$ cat src/rtl/timer_dev.sv
// timer_dev: memory-mapped countdown timer with one-shot / auto-reload modes and a level IRQ.
// Registers: CTRL (EN, MODE, IM), PRESET (reload value), COUNT (read-only).
`default_nettype none

module timer_dev #(
  parameter logic [31:0] BASE_ADDR = 32'h0000_7F00
) (
  input  logic        clk,
  input  logic        reset,
  input  logic [31:0] addr,
  input  logic        we,
  input  logic [3:0]  byteen,
  input  logic [31:0] wdata,
  output logic [31:0] rdata,
  output logic        irq
);

  typedef enum logic [1:0] {
    S_IDLE = 2'd0,
    S_LOAD = 2'd1,
    S_CNT  = 2'd2,
    S_INT  = 2'd3
  } state_t;

  state_t      state;
  state_t      state_nx;

  logic        en;
  logic [1:0]  mode;
  logic        im;
  logic [31:0] preset;
  logic [31:0] count;
  logic        irq_flag;

  logic        sel;
  logic [1:0]  idx;
  logic        wr;
  logic        ctrl_wr;
  logic        reload;
  logic        expire;

  assign sel     = (addr >= BASE_ADDR) && (addr <= BASE_ADDR + 32'd11);
  // Register index comes from the offset's low nibble only; sel already bounds the range.
  assign idx     = 2'((addr[3:0] - BASE_ADDR[3:0]) >> 2);
  assign wr      = sel && we && (byteen != 4'b0000);
  assign ctrl_wr = wr && (idx == 2'd0);
  assign reload  = (mode == 2'b01);
  assign expire  = (state == S_CNT) && en && (count <= 32'd1);

  always_comb begin
    state_nx = state;
    case (state)
      S_IDLE: if (en) state_nx = S_LOAD;
      S_LOAD: state_nx = S_CNT;
      S_CNT: begin
        if (!en)                    state_nx = S_IDLE;
        else if (count <= 32'd1)    state_nx = S_INT;
      end
      S_INT:  state_nx = reload ? S_LOAD : S_IDLE;
      default: state_nx = S_IDLE;
    endcase
  end

  always_ff @(posedge clk or posedge reset) begin
    if (reset) state <= S_IDLE;
    else       state <= state_nx;
  end

  // Software writes to CTRL take priority over the one-shot EN clear.
  always_ff @(posedge clk or posedge reset) begin
    if (reset) begin
      en   <= 1'b0;
      mode <= 2'b00;
      im   <= 1'b0;
    end else if (ctrl_wr && byteen[0]) begin
      en   <= wdata[0];
      mode <= wdata[2:1];
      im   <= wdata[3];
    end else if ((state == S_INT) && !reload) begin
      en   <= 1'b0;
    end
  end

  always_ff @(posedge clk or posedge reset) begin
    if (reset) begin
      preset <= 32'd0;
    end else if (wr && (idx == 2'd1)) begin
      for (int i = 0; i < 4; i++) begin
        if (byteen[i]) preset[8*i +: 8] <= wdata[8*i +: 8];
      end
    end
  end

  always_ff @(posedge clk or posedge reset) begin
    if (reset) begin
      count <= 32'd0;
    end else if (state == S_LOAD) begin
      count <= preset;
    end else if ((state == S_CNT) && en) begin
      count <= (count > 32'd1) ? count - 32'd1 : 32'd0;
    end
  end

  // Any CTRL write clears the flag, even on the expiry edge itself.
  always_ff @(posedge clk or posedge reset) begin
    if (reset)                             irq_flag <= 1'b0;
    else if (ctrl_wr)                      irq_flag <= 1'b0;
    else if (expire)                       irq_flag <= 1'b1;
    else if ((state == S_INT) && reload)   irq_flag <= 1'b0;
  end

  assign irq = irq_flag & im;

  always_comb begin
    rdata = 32'd0;
    if (sel) begin
      case (idx)
        2'd0:    rdata = {28'd0, im, mode, en};
        2'd1:    rdata = preset;
        2'd2:    rdata = count;
        default: rdata = 32'd0;
      endcase
    end
  end

endmodule

`default_nettype wire

$ cat config.mk
export PLATFORM = sky130hd
export DESIGN_NAME = timer_dev
export DESIGN_NICKNAME = d
export VERILOG_FILES = /design/src/rtl/timer_dev.sv
export SDC_FILE = /design/constraint.sdc
export NUM_CORES = 1
export LEC_CHECK = 0
export CAP_MARGIN = 20
export CORE_MARGIN = 3
export CORE_UTILIZATION = 49
export DETAILED_ROUTE_END_ITERATION = 10
export PLACE_DENSITY = 0.8
export SLEW_MARGIN = 5
export SYNTH_ARGS = -nofsm -noshare
export SYNTH_HDL_FRONTEND = slang
export SYNTH_SLANG_ARGS = --single-unit
$ cat constraint.sdc
create_clock -name clk -period 3.5 [get_ports clk]
set_input_delay 0.7 -clock clk [delete_from_list [all_inputs] [get_ports clk]]
set_output_delay 0.7 -clock clk [all_outputs]
set_load 0.01 [all_outputs]
# Yosys cells after proc, flatten, opt, wreduce, memory -nomap -nowiden
# Cells that the tools add are included.
# W data, S select, Z words.
[word_totals]
ff_bits = 71
inputBits = 71
out_inout_bits = 33
word_cells = 61
[op_classes]
add_sub_neg = 1
magnitude_cmp = 4
n_eq_ne = 8
mux = 15
bitwise_logic = 1
n_reduce_logical = 22
[ops]
columns = ["cell", "count"]
rows = [
  ["$mux W32", 4],
  ["$pmux W32 S3", 1],
  ["$ge A32 B15 Y1 const B", 1],
  ["$gt A32 B1 Y1 const B", 1],
  ["$le A32 B1 Y1 const B", 1],
  ["$le A32 B15 Y1 const B", 1],
  ["$sub A32 B1 Y32 const B", 1],
  ["$logic_and A1 B1 Y1", 10],
  ["$reduce_and A2 Y1", 5],
  ["$pmux W2 S4", 1],
  ["$eq A2 B1 Y1 const B", 3],
  ["$eq A2 B2 Y1 const B", 3],
  ["$mux W1", 6],
  ["$mux W2", 3],
  ["$logic_not A2 Y1", 2],
  ["$reduce_bool A2 Y1", 2],
  ["$reduce_bool A4 Y1", 1],
  ["$ne A3 B2 Y1 const B", 1],
  ["$reduce_bool A3 Y1", 1],
  ["$ne A2 B2 Y1 const B", 1],
  ["$and A1 B1 Y1", 1],
  ["$logic_not A1 Y1", 1],
]

# Logic depth before layout (Yosys ltp)
# Gate-level depths: netlist of the first run.
[logic_depth]
word_depth = 7
mapped_depth = 7
depth_no_buf = 7

# Least setup slack after synthesis of the first run
# OpenSTA, ideal clock, no wires.
[synth_path]
kind = "input-to-output"
startpoint = "input port addr[18]"
endpoint = "output port rdata[10]"
t_arrival_ns = 2.318
required_ns = 2.800
setup_slack_ns = 0.482
path_stages = 5
n_path_buf = 2
cell_sequence = "or4b_1 > or4_1 > clkbuf_1 > clkbuf_1 > nor2_1"
[synth_via]
elab_chain_cells = 3
word_cells_on_any_way = 4
cone_classes = "2 x order compare; 1 x mux; 1 x reduce/logical"
[synth_lines]
columns = ["item", "line_no", "source"]
rows = [
  ["from (decl)", "10", "input logic [31:0] addr,"],
  ["$ge A32 B15 Y1 / $le A32 B15 Y1 (equally long branches)", "42", "assign sel = (addr >= BASE_ADDR) && (addr <= BASE_ADDR + 32'd11);"],
  ["$logic_and A1 B1 Y1 (*)", "42", ""],
  ["$mux W32 (*)", "116", "if (sel) begin"],
  ["to (decl)", "14", "output logic [31:0] rdata,"],
]
# Mark *: on every way between the ends. The rest lies on a longest branch, timed or not.

# Worst setup path after layout of the first run
[layout_path]
startpoint = "input port addr[18]"
endpoint = "output port rdata[16]"
# Same word-level chain as after synthesis.

==> results of run 1 <==
-- logic make-up after synthesis --
| kind of cell | after synthesis | synth area share |
|---|---|---|
| compound gates | 80 | 0.1342 |
| xor+xnor | 23 | 0.05082 |
| fa+ha+maj | 2 | 0.006312 |
| buf+inv | 27 | 0.02588 |
| flops | 71 | 0.4482 |
| mux | 40 | 0.1121 |
| simple gates | 165 | 0.2225 |
-- registers in the layout, indices dropped and copies added (netlist names) --
name,cells
en,1
mode,2
state,2
im,1
irq_flag,1
preset,32
count,32
-- final timing paths --
| kind | to | depth (start not counted) | slack (ps) |
|---|---|---|---|
| min reg2reg | count[13] | 2 | 510 |
| min | count[13] | 2 | 510 |
| max in group asynchronous | count[7] | 3 | 2000 |
| max reg2reg | count[8] | 6 | 700 |
| min in group asynchronous | count[14] | 2 | 830 |
| max | rdata[16] | 6 | 30 |
-- Yosys cell counts, drive strengths merged, types with 12 or more instances --
cell type | instances | share of area
dfrtp | 71 | 0.45
nor2 | 54 | 0.051
mux2 | 35 | 0.099
nand2 | 33 | 0.031
a22oi | 30 | 0.057
o21ai | 29 | 0.037
clkbuf | 20 | 0.019
xnor2 | 19 | 0.042
nor4 | 15 | 0.031
nor3 | 12 | 0.015
-- cell type report --
type	instances	area (µm²)	share of cell area
Clock buffer	13	168.9	0.03165
Inverter	5	18.77	0.003517
Timing Repair Buffer	116	1099	0.2059
Multi-Input combinational cell	310	2106	0.3946
Sequential cell	71	1777	0.3329
Clock inverter	3	40.04	0.007503
Tap cell	102	127.6	0.02392
-- repair_timing --
item | CTS | global route
resized for setup | 51 | 27
setup buffers | 0 | 0
endpoints found under the setup margin | 32 | 32
pin swaps | 0 | 1
-- worst max-delay path, delay by kind of cell --
kind,cells,cell delay (ps)
and+or+nand+nor,3,1180
buffers and inverters,3,890
-- power breakdown --
| part | internal [mW] | total (mW) | switching, mW |
|---|---|---|---|
| clock | 0.386 | 0.683 | 0.297 |
| sequential | 0.820 | 0.820 | 0.000000599 |
| combinational | 0.0808 | 0.132 | 0.0511 |
| total | 1.29 | 1.63 | 0.348 |
-- metrics by stage --
step,utilization,hold WS [ps],instance area [µm²],std cells,setup slack (ps)
after detailed placement,0.6630,492.8,5176,604,-352.9
final,0.6835,514.1,5336,620,29.85
after floorplan,-,465.4,3964,408,482.3
after global routing,0.6835,546.5,5336,620,8.818
after global placement,0.6630,481.9,5176,604,-283.5
after CTS,0.6889,515.2,5379,620,-4.615
-- metal layers --
metal  vias to the layer above  part of all wire  GRT usage
li1                       1719                 -          -
met1                      1792              0.41     0.3295
met2                       140              0.52     0.4308
met3                        16             0.055    0.03753
met4                         0             0.017    0.08649
met5                         -                 0          0
==> qor.tcl, run 1 <==
set qor(tritoncts.num_buffers) 9
set qor(critPathLaunch) {addr[18]}
set qor(totalNegativeSetupSlack_ps) 0
set qor(cts.clk_slew.worst_paths_ps) 80
set qor(yosys_most_used_dff) {sky130_fd_sc_hd__dfrtp_1}
set qor(grt_pass1_wl_um) 17920
set qor(finalSetupViolCount) 0
set qor(detail-route-antenna-nets) 0
set qor(timing_max_transition_violations_final) 0
set qor(critical_path.max_fanout) 21
set qor(timing.hold.worst.start) {preset[13]}
set qor(synth-async-reset-ratio) 1.000
set qor(maxClockFrequency_mhz) 288.2
set qor(n_antenna_cell) 0
set qor(syn-instance-count) 408
set qor(vdd_ir_drop_max_uv) 204.6
set qor(mappedNetlistArea_um2) 3964
set qor(timing.final.crit_share) 0.9915
set qor(drt-pass1-iter-count) 5
set qor(remaining_drc_errors) 0
set qor(yosysUniqueCellTypes) 46
set qor(outcome) {finished, final reports clean}
set qor(crit_chain) {clkdlybuf4s50_1 -> or4b_4 -> or4_4 -> buf_12 -> nor2_1 -> dlygate4sd2_1}
set qor(timing.setup.critical_path_class) {in -> out}
set qor(wire_per_inst_um) 18.06
set qor(cts_hold_repair.buffers) 0
set qor(yosys_register_bits) 71
set qor(post_drt_via_cell_ratio) 5.915
set qor(worst_ep_arrival_time_ps) 2770
set qor(layout.cells.most_common) {sky130_fd_sc_hd__dfrtp_1}
set qor(synth_enable_flop_cells) 0
set qor(numPortBuffers) 101
set qor(cts_tree) {built}
set qor(grt_pass1_vias) 3655
set qor(worst_pin_slew_ps) 856.2
set qor(synth_sequential_area_ratio) 0.4482
set qor(drv_cap) 0
set qor(final_net_count) 586
set qor(slew_headroom) 0.4253
set qor(die-width_um) 95.94
set qor(vias) 3667
set qor(detailedRoute.firstIterationViolations) 329
set qor(unrepaired_setup_endpoints_after_global_routing) {false}
set qor(ys.warnings.count) 0
set qor(grt_overflow) 0
set qor(syn-num-nets) 481
set qor(crit_path_capture_type) {primary output}
set qor(antenna_found_initial) 0
set qor(power_leakage_nw) 2.417
set qor(worst_ep_required_time_ps) 2800
set qor(slowest_stage) {sky130_fd_sc_hd__or4b_4}
set qor(syn_area_per_cell_um2) 9.715
set qor(global_placer_s_final_weighted_congestion) 0.8909
set qor(top_library_cells_by_usage_in_the_layout_fill_and_taps_aside) {71 x sky130_fd_sc_hd__dfrtp_1, 69 x sky130_fd_sc_hd__clkdlybuf4s50_1, 54 x sky130_fd_sc_hd__nor2_1}
set qor(place.detailed.hpwl_um) 7830
set qor(clockBufferDepth) 2
set qor(rr_startpoint) {count[10]}
set qor(clock_sink_count) 71
set qor(clock-root-buffer) {sky130_fd_sc_hd__clkbuf_8}
set qor(starting_density_of_the_core) 0.5077
set qor(finalPower_mw) 1.635
set qor(layout-drive-gt1-share) 0.1892
set qor(fin_worst_skew_ps) 13.98
set qor(h-tree-depth) 3
set qor(power_per_cell_area_nw_per_um2) 306.4
set qor(fillers) 652
set qor(min_period_ps) 3470
set qor(grt_start_max_net_pins) 38
set qor(start_kind) {input pin}
set qor(core_area_um2) 7807
set qor(synthToLayoutAreaGrowth_pct) 34.63
set qor(grt_util_all_layers) 0.2532
set qor(std_cell_rows) 32
set qor(ios) 104
set qor(clock_network_latency_to_the_later_pin_of_the_worst_skew_pair_ps) 340
set qor(hold_viol) 0
set qor(hold_path_class) {reg -> reg}
set qor(total_die_area_um2) 9204
set qor(post_route_wl_um) 11200
set qor(height_of_the_die_um) 95.94
set qor(timing.critical_path.slowest_cell_delay_ps) 550
No activity file was read; power rests on OpenSTA's default activity.
==> run 2: changes to the inputs <==
- CORE_MARGIN: 3 -> 1.5
- SKIP_LAST_GASP: not set -> 1
==> qor.tcl, run 2 (synthesis results as in run 1) <==
set qor(remaining_drc_errors) 0 ;# unchanged
set qor(storage_element_area_um2) 1777 ;# unchanged
set qor(grt_overflow) 0 ;# unchanged
set qor(finalPower_mw) 1.604 ;# was 1.635 mW
set qor(cts_hold_repair.buffers) 0 ;# unchanged
set qor(grt_util_all_layers) 0.2608 ;# was 0.2532
set qor(hold_viol) 0 ;# unchanged
set qor(crit_cells) 6 ;# unchanged
set qor(std_cell_rows) 32 ;# unchanged
set qor(outcome) {finished, final reports clean} ;# unchanged
set qor(worst_ep_required_time_ps) 2800 ;# about the same
set qor(synthToLayoutAreaGrowth_pct) 31.82 ;# was 34.63%
set qor(slowest_stage) {sky130_fd_sc_hd__or4b_4} ;# unchanged
set qor(clockBufferDepth) 2 ;# unchanged
set qor(clock_sink_count) 71 ;# unchanged
set qor(power_per_cell_area_nw_per_um2) 306.9 ;# was 306.4 nW/µm²
set qor(post_drt_via_cell_ratio) 5.934 ;# was 5.915
set qor(numPortBuffers) 101 ;# unchanged
set qor(worst_pin_slew_ps) 828.6 ;# was 856.2 ps
set qor(ios) 104 ;# unchanged
set qor(n_antenna_cell) 0 ;# unchanged
set qor(crit_path_capture_type) {primary output} ;# unchanged
set qor(hold_path_class) {reg -> reg} ;# unchanged
set qor(totalNegativeSetupSlack_ps) 0 ;# unchanged
set qor(maxClockFrequency_mhz) 290.4 ;# was 288.2 MHz
set qor(drv_cap) 0 ;# unchanged
set qor(power_leakage_nw) 2.355 ;# was 2.417 nW
set qor(grt_pass1_vias) 3660 ;# was 3,655
set qor(layout.cells.most_common) {sky130_fd_sc_hd__dfrtp_1} ;# unchanged
set qor(height_of_the_die_um) 92.94 ;# was 95.94 µm
set qor(starting_density_of_the_core) 0.5103 ;# was 0.5077
set qor(grt_start_max_net_pins) 72 ;# was 38
set qor(finalSetupViolCount) 0 ;# unchanged
set qor(detailedRoute.firstIterationViolations) 222 ;# was 329
set qor(final_net_count) 584 ;# was 586
set qor(slew_headroom) 0.4439 ;# was 0.4253
set qor(crit_chain) {clkdlybuf4s50_1 -> or4b_4 -> or4_4 -> buf_12 -> nor2_1 -> clkdlybuf4s15_1} ;# was clkdlybuf4s50_1 -> or4b_4 -> or4_4 -> buf_12 -> nor2_1 -> dlygate4sd2_1
set qor(place.detailed.hpwl_um) 7489 ;# was 7830 µm
set qor(timing.setup.critical_path_class) {in -> out} ;# unchanged
set qor(layout-drive-gt1-share) 0.2074 ;# was 0.1892
set qor(timing.final.crit_share) 0.9839 ;# was 0.9915
set qor(vias) 3667 ;# unchanged
set qor(total_die_area_um2) 8638 ;# was 9204 µm²
set qor(timing.critical_path.max_delay_family) {simple AND/OR/NAND/NOR gates} ;# unchanged
set qor(grt_pass1_wl_um) 17580 ;# was 17,920 µm
set qor(multiInputGateArea_um2) 2100 ;# was 2106 µm²
set qor(timing.critical_path.slowest_cell_delay_ps) 540 ;# was 550 ps
set qor(post-cts-setup-buffer-count) 0 ;# unchanged
set qor(place.detailed.instances) 602 ;# was 604
set qor(wire_per_inst_um) 17.19 ;# was 18.06 µm
set qor(largestRegisters) {count: 32 flops, preset: 32 flops} ;# unchanged
set qor(clock-root-buffer) {sky130_fd_sc_hd__clkbuf_8} ;# unchanged
set qor(cp.buffers_inverters) 3 ;# unchanged
set qor(worst_r2r_path_depth) 6 ;# unchanged
set qor(worst_ep_arrival_time_ps) 2740 ;# was 2770 ps
set qor(tritoncts.num_buffers) 9 ;# unchanged
set qor(antenna_found_initial) 0 ;# unchanged
set qor(core_area_um2) 7767 ;# was 7807 µm²
set qor(cts_tree) {built} ;# unchanged
set qor(critical_path.max_fanout) 32 ;# was 21
set qor(global_placer_s_final_weighted_congestion) 0.9163 ;# was 0.8909
set qor(die-width_um) 92.94 ;# was 95.94 µm
set qor(drt-pass1-iter-count) 5 ;# unchanged
set qor(post_route_wl_um) 10630 ;# was 11,200 µm
set qor(clock_network_latency_to_the_later_pin_of_the_worst_skew_pair_ps) 360 ;# was 340 ps
set qor(timing_max_transition_violations_final) 0 ;# unchanged
set qor(start_kind) {input pin} ;# unchanged
set qor(unrepaired_setup_endpoints_after_global_routing) {false} ;# unchanged
set qor(vdd_ir_drop_max_uv) 200.2 ;# was 204.6 µV
set qor(cts.clk_slew.worst_paths_ps) 70 ;# was 80 ps
set qor(fin_worst_skew_ps) 9.394 ;# was 13.98 ps
set qor(detail-route-antenna-nets) 0 ;# unchanged
set qor(worst_hold_path.num_cells) 2 ;# unchanged
set qor(h-tree-depth) 3 ;# unchanged
set qor(fillers) 614 ;# was 652
set qor(top_library_cells_by_usage_in_the_layout_fill_and_taps_aside) {71 x sky130_fd_sc_hd__dfrtp_1, 69 x sky130_fd_sc_hd__clkdlybuf4s50_1, 54 x sky130_fd_sc_hd__nor2_1} ;# unchanged
set qor(min_period_ps) 3443 ;# was 3470 ps
set qor(layout.cells.non_filler) 618 ;# was 620
==> run 2: cell types whose count changed in the layout (fill, tap and decap cells not counted), moves of 2 or more <==
| cell | previous run | this run |
|---|---|---|
| sky130_fd_sc_hd__clkbuf_2 | 14 | 28 |
| sky130_fd_sc_hd__clkbuf_8 | 12 | 9 |
| sky130_fd_sc_hd__dlygate4sd2_1 | 10 | 0 |
| sky130_fd_sc_hd__clkdlybuf4s15_2 | 3 | 0 |
| sky130_fd_sc_hd__clkinvlp_4 | 0 | 2 |
==> run 2: routing by layer <==
metal / GRT usage / share of wire
met3: 0.06732 / 0.064
met5: 0 / 0
met1: 0.3318 / 0.41
met2: 0.4258 / 0.50
met4: 0.09722 / 0.029
==> run 2: per-stage QoR <==
step / worst slack (ps) / hold slack [ps] / area (µm²) / util
2_1_floorplan: 482.3 / 465.4 / 3964 / -
6_report: 56.52 / 509.8 / 5225 / 0.6727
4_1_cts: -4.918 / 511.9 / 5326 / 0.6857
3_3_place_gp: -288.7 / 478.9 / 5161 / 0.6645
3_5_place_dp: -329.4 / 489.1 / 5161 / 0.6645
5_1_grt: 7.483 / 541.7 / 5225 / 0.6727
==> run 2: worst min-delay path: cells and delay by family, from the launching register on <==
| kind | cells | cell delay [ps] |
|---|---|---|
| AND/OR/NAND/NOR | 1 | 50 |
| AO/OA/AOI/OAI | 1 | 60 |
| flip-flops | 1 | 360 |
==> run 2: path summary, 6_finish.rpt <==
check                      slack, ps  startpoint          to
setup / recovery                  60    addr[18]    rdata[3]
hold reg to reg                  510  preset[16]   count[16]
max in group asynchronous       2450       reset   preset[4]
hold / removal                   510  preset[16]   count[16]
setup reg to reg                 780    count[4]    count[2]
min in group asynchronous        760       reset  preset[21]
==> run 2: area by class of cell <==
type / count / share of cell area
inverters: 5 / 0.003592
clock inverters: 7 / 0.01389
clock buffers: 9 / 0.02371
multi-input cells: 310 / 0.4018
repair buffers: 114 / 0.1925
flip-flops and latches: 71 / 0.3400
well taps: 102 / 0.02443
==> run 2: what timing repair did <==
item | 4_1_cts | 5_1_grt
hold endpoints to repair | 0 | 0
gates resized for setup | 37 | 57
endpoints found under the setup margin | 32 | 32
==> run 2: power breakdown <==
part	total [mW]	switching (mW)	leakage, nW	internal (mW)
Clock	0.657	0.327	0.0956	0.330
Sequential	0.820	0.000000585	0.987	0.820
Combinational	0.127	0.0482	1.27	0.0791
Total	1.60	0.376	2.36	1.23
